### config.mk
export PLATFORM = sky130hd
export DESIGN_NAME = fpnew_divsqrt_result_buffer
export DESIGN_NICKNAME = d
export VERILOG_FILES = /design/src/rtl/fpnew_divsqrt_result_buffer.sv
export SDC_FILE = /design/constraint.sdc
export NUM_CORES = 1
export LEC_CHECK = 0
export ABC_AREA = 1
export BUFFER_PORTS_ARGS = -buffer_cell sky130_fd_sc_hd__buf_2
export CAP_MARGIN = 20
export CORE_ASPECT_RATIO = 0.5
export CORE_MARGIN = 4
export CORE_UTILIZATION = 47
export CTS_CLUSTER_DIAMETER = 40
export DETAILED_ROUTE_END_ITERATION = 8
export PLACE_DENSITY = 0.83
export SETUP_SLACK_MARGIN = 0.15
export SLEW_MARGIN = 40
export SYNTH_ARGS = -nofsm -noshare
export SYNTH_HDL_FRONTEND = slang
export SYNTH_SLANG_ARGS = --single-unit
### constraint.sdc
create_clock -name clk_i -period 5.3 [get_ports clk_i]
set_input_delay 1.325 -clock clk_i [delete_from_list [all_inputs] [get_ports clk_i]]
set_output_delay 1.325 -clock clk_i [all_outputs]
set_load 0.01 [all_outputs]
### src/rtl/fpnew_divsqrt_result_buffer.sv
// -----------------------------------------------------------------------------
// fpnew_divsqrt_result_buffer
//
// In-order result FIFO that sits between the multi-cycle divide/sqrt unit and
// the FPU output arbiter. The divsqrt unit can hand off a finished result and
// go back to IDLE straight away; the result waits here until the arbiter takes
// it. flush_i throws away everything currently held.
//
// Parameters
//   WIDTH   : result width in bits
//   DEPTH   : number of entries (power of two, >= 2)
//   TagType : type of the tag carried with each result
//   AuxType : type of the aux field carried with each result
//
// Ports
//   clk_i, rst_ni            : clock, synchronous active-low reset
//   result_i/status_i/extension_bit_i/tag_i/aux_i : incoming entry payload
//   in_valid_i / in_ready_o  : upstream handshake (ready depends only on count)
//   flush_i                  : synchronous discard of all entries
//   result_o/status_o/extension_bit_o/tag_o/aux_o : head entry payload
//   out_valid_o / out_ready_i: downstream handshake
//   usage_o                  : current occupancy 0..DEPTH
//   busy_o                   : at least one valid entry held
//
// Optional feature, enabled by defining FPNEW_DIVSQRT_RESBUF_FLAGS_EN:
//   clear_flags_i            : clears the flag accumulator (wins over a pop)
//   fflags_acc_o             : OR of the status of every popped entry
// -----------------------------------------------------------------------------
module fpnew_divsqrt_result_buffer #(
    parameter int unsigned WIDTH = 64,
    parameter int unsigned DEPTH = 2,
    parameter type         TagType = logic,
    parameter type         AuxType = logic
) (
    input  logic                       clk_i,
    input  logic                       rst_ni,
    input  logic [WIDTH-1:0]           result_i,
    input  logic [4:0]                 status_i,
    input  logic                       extension_bit_i,
    input  TagType                     tag_i,
    input  AuxType                     aux_i,
    input  logic                       in_valid_i,
    output logic                       in_ready_o,
    input  logic                       flush_i,
    output logic [WIDTH-1:0]           result_o,
    output logic [4:0]                 status_o,
    output logic                       extension_bit_o,
    output TagType                     tag_o,
    output AuxType                     aux_o,
    output logic                       out_valid_o,
    input  logic                       out_ready_i,
`ifdef FPNEW_DIVSQRT_RESBUF_FLAGS_EN
    input  logic                       clear_flags_i,
    output logic [4:0]                 fflags_acc_o,
`endif
    output logic [$clog2(DEPTH):0]     usage_o,
    output logic                       busy_o
);

    localparam int unsigned PTR_W = $clog2(DEPTH);
    localparam int unsigned CNT_W = PTR_W + 1;

    localparam logic [PTR_W-1:0] PTR_ONE  = PTR_W'(1);
    localparam logic [CNT_W-1:0] CNT_ONE  = CNT_W'(1);
    localparam logic [CNT_W-1:0] CNT_FULL = CNT_W'(DEPTH);
    localparam logic [CNT_W-1:0] CNT_ZERO = CNT_W'(0);

    // Pointers and occupancy
    logic [PTR_W-1:0] wptr_q, wptr_d;
    logic [PTR_W-1:0] rptr_q, rptr_d;
    logic [CNT_W-1:0] count_q, count_d;

    // Payload storage (intentionally not reset)
    logic [WIDTH-1:0] result_mem_q [DEPTH];
    logic [4:0]       status_mem_q [DEPTH];
    logic             ext_mem_q    [DEPTH];
    TagType           tag_mem_q    [DEPTH];
    AuxType           aux_mem_q    [DEPTH];

    logic push_s;
    logic pop_s;

    // Handshake and status outputs; reset and flush mask valid combinationally
    always_comb begin
        in_ready_o  = rst_ni & (count_q != CNT_FULL);
        out_valid_o = rst_ni & ~flush_i & (count_q != CNT_ZERO);
        busy_o      = ~flush_i & (count_q != CNT_ZERO);
        usage_o     = count_q;
        // A flush cycle never writes: the entry pushed alongside it is dropped.
        push_s      = in_valid_i & in_ready_o & ~flush_i;
        pop_s       = out_valid_o & out_ready_i;
    end

    // Head payload is read straight from the entry under the read pointer
    always_comb begin
        result_o        = result_mem_q[rptr_q];
        status_o        = status_mem_q[rptr_q];
        extension_bit_o = ext_mem_q[rptr_q];
        tag_o           = tag_mem_q[rptr_q];
        aux_o           = aux_mem_q[rptr_q];
    end

    // Next-state for pointers and occupancy
    always_comb begin
        wptr_d  = wptr_q;
        rptr_d  = rptr_q;
        count_d = count_q;
        if (flush_i) begin
            wptr_d  = '0;
            rptr_d  = '0;
            count_d = CNT_ZERO;
        end else begin
            if (push_s) begin
                wptr_d = wptr_q + PTR_ONE;
            end else begin
                wptr_d = wptr_q;
            end
            if (pop_s) begin
                rptr_d = rptr_q + PTR_ONE;
            end else begin
                rptr_d = rptr_q;
            end
            case ({push_s, pop_s})
                2'b10:   count_d = count_q + CNT_ONE;
                2'b01:   count_d = count_q - CNT_ONE;
                default: count_d = count_q;
            endcase
        end
    end

    // Pointer and occupancy registers
    always_ff @(posedge clk_i) begin
        if (!rst_ni) begin
            wptr_q  <= '0;
            rptr_q  <= '0;
            count_q <= CNT_ZERO;
        end else begin
            wptr_q  <= wptr_d;
            rptr_q  <= rptr_d;
            count_q <= count_d;
        end
    end

    // Payload write on an accepted push
    always_ff @(posedge clk_i) begin
        if (push_s) begin
            result_mem_q[wptr_q] <= result_i;
            status_mem_q[wptr_q] <= status_i;
            ext_mem_q[wptr_q]    <= extension_bit_i;
            tag_mem_q[wptr_q]    <= tag_i;
            aux_mem_q[wptr_q]    <= aux_i;
        end
    end

`ifdef FPNEW_DIVSQRT_RESBUF_FLAGS_EN
    logic [4:0] fflags_q, fflags_d;

    // Flag accumulator next-state; clear wins over a same-cycle pop
    always_comb begin
        fflags_d = fflags_q;
        if (clear_flags_i) begin
            fflags_d = 5'b00000;
        end else if (pop_s) begin
            fflags_d = fflags_q | status_o;
        end else begin
            fflags_d = fflags_q;
        end
    end

    // Flag accumulator register (flush leaves it alone)
    always_ff @(posedge clk_i) begin
        if (!rst_ni) begin
            fflags_q <= 5'b00000;
        end else begin
            fflags_q <= fflags_d;
        end
    end

    assign fflags_acc_o = fflags_q;
`endif

endmodule

==> impl_metrics.toml, run 1 <==
[yosys]
synth-seq-cells = 149
ys_warn_count = 0
syn_inst = 270
syn_area_per_cell_um2 = 21.6
yosysSeqAreaShare = 0.759
syn-num-nets = 348
synth-simple-area-share = 0.0191
synth_cell_type_count = 16
synth_area_leaders = "edfxtp_1, mux2_4, buf_12"
synth_top_cell_by_area = "edfxtp_1"
synthMuxAreaShare = 0.184
synthAdderAreaFrac = 0.00215
synth_top_family_by_area = "multiplexers"
synth_top_area_frac = 0.742
synthesis.area_mm2 = 0.00583
synth-compound-area-share = 0.00279
synth_xor_area_frac = 0

[power_and_ir_drop]
vdd_drop_max_mv = 0.183
power_frac_comb = 0.040
switching_power_w = 0.000476
power.share.switching = 0.181
p_clk_frac = 0.457
seq_power_share = 0.503
leakagePower_nw = 2.88
power.density_mw_per_mm2 = 357
internal_power_w = 0.00215

[floorplanning]
start_util = 0.487
die_x_um = 166
die_y_um = 86.8
num_rows = 28
die-area_mm2 = 0.0144
num_io_pins = 154
core_mm2 = 0.0120

[sta]
finalHoldViolCount = 0
worstMarginPinSlew_ps = 654
hold_ws_ps = 531
finalSetupViolations = 0
fin_crit_sh = 0.664
fmax_ghz = 0.284
rsz0062_at_grt = "no"
finClkSkew_ps = 8.62
fin_crit_ps = 3520
drv_slew = 0
slew_headroom = 0.564
finalSetupTns_ps = 0

[grt]
antenna_found_initial = 1
grt_pass1_wl_um = 15700
grtUsageTotal = 0.148
grt_pass1_vias = 3034
overflow = 0
grt_max_degree = 43

[clock_tree]
path_clk_slew_ps = 60
cts_setup_buffers = 0
clock_latency_ps = 400
clk_path_buf_depth = 2
cts-resized-gates = 0
cts_max_level = 4
cts-root-buf = "clkbuf_16"
cts_buffers = 17
cts_tree = "built"
hold_buffers = 0
cts_sinks = 149

[place]
place_congestion = 0.708
port_buffers = 153
dp_hpwl_um = 7420
dp.cells = 587

[status]
outcome = "finished, final reports clean"

[worst_setup_path]
crit_type = "reg2out"
critPathCaptureType = "primary output"
cp_data_required_time_ps = 3970
worstPathArrival_ps = 2190
cp_max_fo = 35
startpoint_type = "register"

[worst_hold_path]
hold_class = "reg2reg"

[finish]
post-route-util = 0.614
final_cells = 618
diodes = 0
area_growth_pct = 26.1
final_common_cell = "buf_2"
nets = 519
drive_gt1_frac = 0.581
final_cell_mix = "buf_2, edfxtp_1, mux2_4"

[drt]
vias = 2944
drt-vias-per-instance = 4.76
ant_nets = 0
first_pass_iters = 4
wl_per_cell_um = 17.2
drt_wl_total_um = 10600
drtIter0Drc = 132
drc_errors = 0

[job]
cap_violations = 0
==> area by class of cell <==
cell class,instances,area (um2)
fillers,874,4630
clock buffers,20,437
well taps,165,206
inverters,11,43.8
flip-flops and latches,149,4430
clock inverters,11,159
repair buffers,160,858
multi-input cells,102,1220
==> flip-flops by register name, indices dropped and copies added, names as in the netlist, named ones only <==
signal,flops
result_mem_q,128
status_mem_q,10
aux_mem_q,2
ext_mem_q,2
tag_mem_q,2
usage_o,2
rptr_q,1
wptr_q,1
==> cells in the mapped netlist, drive strengths merged <==
library cell and count:
edfxtp 144, mux2 72, nor2 13, inv 11
nand2 9, buf 8, dfxtp 5, nand3 3
a21oi 1, a31oi 1, ha 1, nand4 1
o21ai 1
==> worst max-delay path, stage by stage, from the launching register on <==
cell,delay [ps]
dfxtp_4,760
buf_4,500
mux2_4,350
buf_2,140
==> worst paths after layout <==
| check | start | endpoint | slack [ps] | cells past startpoint |
|---|---|---|---|---|
| setup / recovery | register | result_o[59] | 1780 | 3 |
| hold / removal | rptr_q$_SDFFE_PP0P_ | register | 530 | 4 |
| setup reg to reg | usage_o[0]$_SDFFE_PP0P_ | result_mem_q[1][52]$_DFFE_PP_ | 3370 | 5 |
| hold reg to reg | rptr_q$_SDFFE_PP0P_ | register | 530 | 4 |
==> layer usage <==
layer,vias to the layer above,GRT usage,routed length [um]
met5,-,0,13
met4,2,0.0689,242
met3,23,0.0508,637
met2,68,0.263,5610
met1,1472,0.160,4130
li1,1379,-,-
==> cells by family after synthesis <==
kind of cell | Yosys count
DFF | 149
adders and majority gates | 1
and+or+nand+nor | 26
buffers and inverters | 19
muxes | 72
AOI/OAI and AO/OA | 3
==> power groups by stage <==
stage | Clock, W | Combinational, W | Sequential [W]
2_1_floorplan | 0 | 0.0000433 | 0.00134
3_3_place_gp | 0 | 0.0000989 | 0.00134
3_5_place_dp | 0 | 0.000106 | 0.00134
4_1_cts | 0.00122 | 0.000106 | 0.00132
5_1_grt | 0.00128 | 0.000114 | 0.00132
6_report | 0.00120 | 0.000105 | 0.00132
==> through the flow <==
step | power, W | worst slack, ps | instance area, um2
floorplan | 0.00139 | 1350 | 5830
global placement | 0.00144 | 1960 | 6710
detailed placement | 0.00145 | 2080 | 6760
CTS | 0.00265 | 1750 | 7350
global route | 0.00271 | 1670 | 7350
finish | 0.00262 | 1780 | 7350
No activity file was read; power rests on OpenSTA's default activity.
==> run 2, diff against run 1 <==
==> constraint.sdc (replaced) <==
create_clock -name clk_i -period 3.19 [get_ports clk_i]
set_input_delay 0.7975 -clock clk_i [delete_from_list [all_inputs] [get_ports clk_i]]
set_output_delay 0.7975 -clock clk_i [all_outputs]
set_load 0.01 [all_outputs]
==> impl_metrics.toml, run 2 (synthesized netlist as in run 1, its figures left out) <==
[floorplanning]
die_y_um = 86.8
num_rows = 28
die_x_um = 166
die-area_mm2 = 0.0144
num_io_pins = 154
core_mm2 = 0.0120
start_util = 0.487

[place]
place_congestion = 0.726
placed_area_mm2 = 0.00674
port_buffers = 153
dp_hpwl_um = 7360

[clock_tree]
path_clk_slew_ps = 60
cts_sinks = 149
clock_latency_ps = 400
cts-root-buf = "clkbuf_16"
cts-resized-gates = 0
clk_path_buf_depth = 2
cts_tree = "built"
cts_buffers = 17
hold_buffers = 0
cts_max_level = 4
cts_setup_buffers = 0

[drt]
drt-vias-per-instance = 4.79
wl_per_cell_um = 17.5
vias = 2956
ant_nets = 0
drc_errors = 0
drtIter0Drc = 148
drt_wl_total_um = 10800
first_pass_iters = 4

[worst_hold_path]
hold_class = "reg2reg"

[finish]
final_cell_mix = "buf_2, edfxtp_1, mux2_4"
reg_top3 = "result_mem_q (128), status_mem_q (10)"
largest_reg_flops = 128
diodes = 0
n_fill_cell = 908
largest_register = "result_mem_q"
final_area_mm2 = 0.00734
nets = 517
final_common_cell = "buf_2"
area_growth_pct = 26.0
drive_gt1_frac = 0.586
post-route-util = 0.613

[worst_setup_path]
rrSetupSlack_ps = 1540
slowest_delay_ps = 560
cp_max_fo = 19
cp_data_required_time_ps = 2390
worstPathArrival_ps = 1830
crit_family = "flip-flops"
crit_type = "reg2out"
crit_buf_inv = 2
startpoint_type = "register"
critPathCaptureType = "primary output"
cp_slowest_cell = "dfxtp_4"
crit_chain = "buf_4 -> mux2_4 -> buf_2"

[grt]
grtUsageTotal = 0.152
grt_pass1_vias = 3187
overflow = 0
antenna_found_initial = 1
grt_max_degree = 73
grt_pass1_wl_um = 16300

[power_and_ir_drop]
power.density_mw_per_mm2 = 593
leakagePower_nw = 2.87
vdd_drop_max_mv = 0.351
p_total_w = 0.00436

[sta]
drv_slew = 0
finalSetupViolations = 0
fin_crit_ps = 2620
slew_headroom = 0.722
worstMarginPinSlew_ps = 417
fin_crit_sh = 0.822
rsz0062_at_grt = "no"
fmax_ghz = 0.381
finClkSkew_ps = 5.43
finalHoldViolCount = 0
finalSetupTns_ps = 0

[job]
cap_violations = 0

[status]
outcome = "finished, final reports clean"
## run 2: tightest hold or removal path, delay by kind of cell (launching register included)
family / cells / cell delay, ps
flops: 1 / 310
simple gates: 3 / 210
## run 2: worst paths after layout
kind                                               from                             to  depth (start not counted)
worst max-delay path                           register                   result_o[38]                          3
worst min-delay path                rptr_q$_SDFFE_PP0P_            rptr_q$_SDFFE_PP0P_                          3
worst max register to register  usage_o[0]$_SDFFE_PP0P_  result_mem_q[0][61]$_DFFE_PP_                          5
worst min register to register      rptr_q$_SDFFE_PP0P_            rptr_q$_SDFFE_PP0P_                          3
## run 2: where the power goes
part	internal, W	switching, W
Sequential	0.00218	0.00000925
Combinational	0.0000869	0.0000814
Clock	0.00123	0.000767
## run 2: routing by layer
metal | global-route usage | part of all wire | vias to the layer above | routed length [um]
met5 | 0 | 0.0011 | - | 12
met4 | 0.0524 | 0.014 | 2 | 146
met3 | 0.0451 | 0.041 | 16 | 448
met2 | 0.297 | 0.58 | 64 | 6220
met1 | 0.156 | 0.37 | 1497 | 3980
li1 | - | - | 1377 | -
## run 2: final cells by class
| cell class | instances | area [um2] | area share |
|---|---|---|---|
| sequential | 149 | 4430 | 0.603 |
| multi-input combinational | 102 | 1220 | 0.166 |
| timing repair buffer | 158 | 841 | 0.114 |
| clock buffer | 17 | 425 | 0.0579 |
| tap | 165 | 206 | 0.0281 |
| clock inverter | 15 | 181 | 0.0247 |
| inverter | 11 | 41.3 | 0.00562 |
## run 2: per-stage QoR
stage                     instances  hold WS [ps]  setup WS (ps)
after global routing            617           560            481
after global placement          585           525           1010
after detailed placement        585           538            978
after CTS                       617           548            539
final                           617           550            567
after floorplan                 270           509            224
==> run 3, diff against run 2 <==
==> constraint.sdc (replaced) <==
create_clock -name clk_i -period 2.1 [get_ports clk_i]
set_input_delay 0.525 -clock clk_i [delete_from_list [all_inputs] [get_ports clk_i]]
set_output_delay 0.525 -clock clk_i [all_outputs]
set_load 0.01 [all_outputs]
==> impl_metrics.toml, run 3 (synthesized netlist as in run 1, its figures left out) <==
[grt]
overflow = 0
grt_pass1_wl_um = 16700
antenna_found_initial = 2
grt_max_degree = 38
grt_pass1_vias = 3199
grtUsageTotal = 0.157

[drt]
ant_nets = 0
drc_errors = 0
drt-vias-per-instance = 4.98
drtIter0Drc = 197
drt_wl_total_um = 13200
wl_per_cell_um = 20.9
first_pass_iters = 4
vias = 3150

[sta]
finalSetupTns_ps = 0
finalHoldViolCount = 0
rsz0062_at_grt = "yes"
finalSetupViolations = 0
finClkSkew_ps = 8.65
worstMarginPinSlew_ps = 229
slew_headroom = 0.847
hold_ws_ps = 303
fmax_ghz = 0.479
fin_crit_ps = 2090
fin_crit_sh = 0.993
drv_slew = 0

[place]
port_buffers = 153
place_congestion = 0.743
dp_hpwl_um = 7430
placed_area_mm2 = 0.00685

[worst_setup_path]
cp_max_fo = 7
slowest_delay_ps = 380
r2r_start = "usage_o[0]$_SDFFE_PP0P_"
worstPathArrival_ps = 1560
cp_data_required_time_ps = 1570
critPathCaptureType = "primary output"
crit_type = "reg2out"
cp_slowest_cell = "dfxtp_4"
crit_chain = "buf_12 -> clkbuf_16 -> mux2_4 -> buf_6"
startpoint_type = "register"

[power_and_ir_drop]
power.density_mw_per_mm2 = 808
vdd_drop_max_mv = 0.580
leakagePower_nw = 3.11

[worst_hold_path]
hp-start = "result_i[6]"
hold_class = "in2reg"

[floorplanning]
die_y_um = 86.8
start_util = 0.487
num_rows = 28
num_io_pins = 154
core_mm2 = 0.0120
die-area_mm2 = 0.0144
die_x_um = 166

[clock_tree]
clk_path_buf_depth = 2
cts_sinks = 149
cts_buffers = 17
clock_latency_ps = 410
cts-root-buf = "clkbuf_16"
cts_max_level = 4
cts_tree = "built"
path_clk_slew_ps = 60

[finish]
final_cell_mix = "edfxtp_1, buf_2, mux2_4"
largest_reg_flops = 128
drive_gt1_frac = 0.602
reg_top3 = "result_mem_q (128), status_mem_q (10)"
final_common_cell = "edfxtp_1"
nets = 533
area_growth_pct = 37.5
largest_register = "result_mem_q"
final_area_mm2 = 0.00802

[status]
outcome = "finished, final reports clean"

[job]
cap_violations = 0
-- run 3: changes by cell type in the layout (fill, tap and decap cells not counted), sizes merged --
cell	delta
buf	+11
bufinv	-1
clkbuf	+6
clkinv	+4
clkinvlp	-3
diode	+1
inv	-2
-- run 3: metal layers --
| layer | wire length [um] | track usage |
|---|---|---|
| met1 | 4910 | 0.163 |
| met2 | 7360 | 0.303 |
| met3 | 583 | 0.0428 |
| met4 | 364 | 0.0606 |
| met5 | 13 | 0 |
-- run 3: stage by stage --
stage | setup WS [ps] | instances | utilization | power (W)
5_1_grt | -33.2 | 633 | 0.669 | 0.00670
3_3_place_gp | 330 | 589 | 0.571 | 0.00364
6_report | 14.4 | 633 | 0.669 | 0.00648
4_1_cts | 3.63 | 623 | 0.619 | 0.00644
3_5_place_dp | 307 | 589 | 0.571 | 0.00366
2_1_floorplan | -188 | 270 | - | 0.00350
-- run 3: final cells by class --
| class | instances | area (um2) |
|---|---|---|
| Sequential cell | 149 | 4430 |
| Fill cell | 735 | 3960 |
| Timing Repair Buffer | 174 | 1530 |
| Multi-Input combinational cell | 102 | 1240 |
| Clock buffer | 18 | 429 |
| Tap cell | 165 | 206 |
| Clock inverter | 13 | 116 |
| Inverter | 11 | 57.6 |
| Antenna cell | 1 | 2.50 |
-- run 3: final timing paths --
kind	end	slack, ps	depth (start not counted)
setup / recovery	result_o[45]	10	4
hold / removal	result_mem_q[0][6]$_DFFE_PP_	300	1
setup reg to reg	result_mem_q[1][61]$_DFFE_PP_	660	5
hold reg to reg	usage_o[1]$_SDFFE_PP0P_	520	2
-- run 3: repair_timing --
item / in CTS / in global routing
gates cloned: 0 / 7
endpoints found under the setup margin: 65 / 72
resized for setup: 1 / 84
hold buffers: 0 / 0
buffers inserted: 3 / 2
-- run 3: critical path: cells and delay by family (launching register included) --
family,cells,cell delay [ps]
multiplexers,1,320
flip-flops,1,380
buffers and inverters,3,460
-- run 3: power by group --
| group | internal (W) | switching [W] |
|---|---|---|
| clock | 0.00171 | 0.00111 |
| combinational | 0.000177 | 0.000147 |
| sequential | 0.00331 | 0.0000149 |
| total | 0.00520 | 0.00127 |
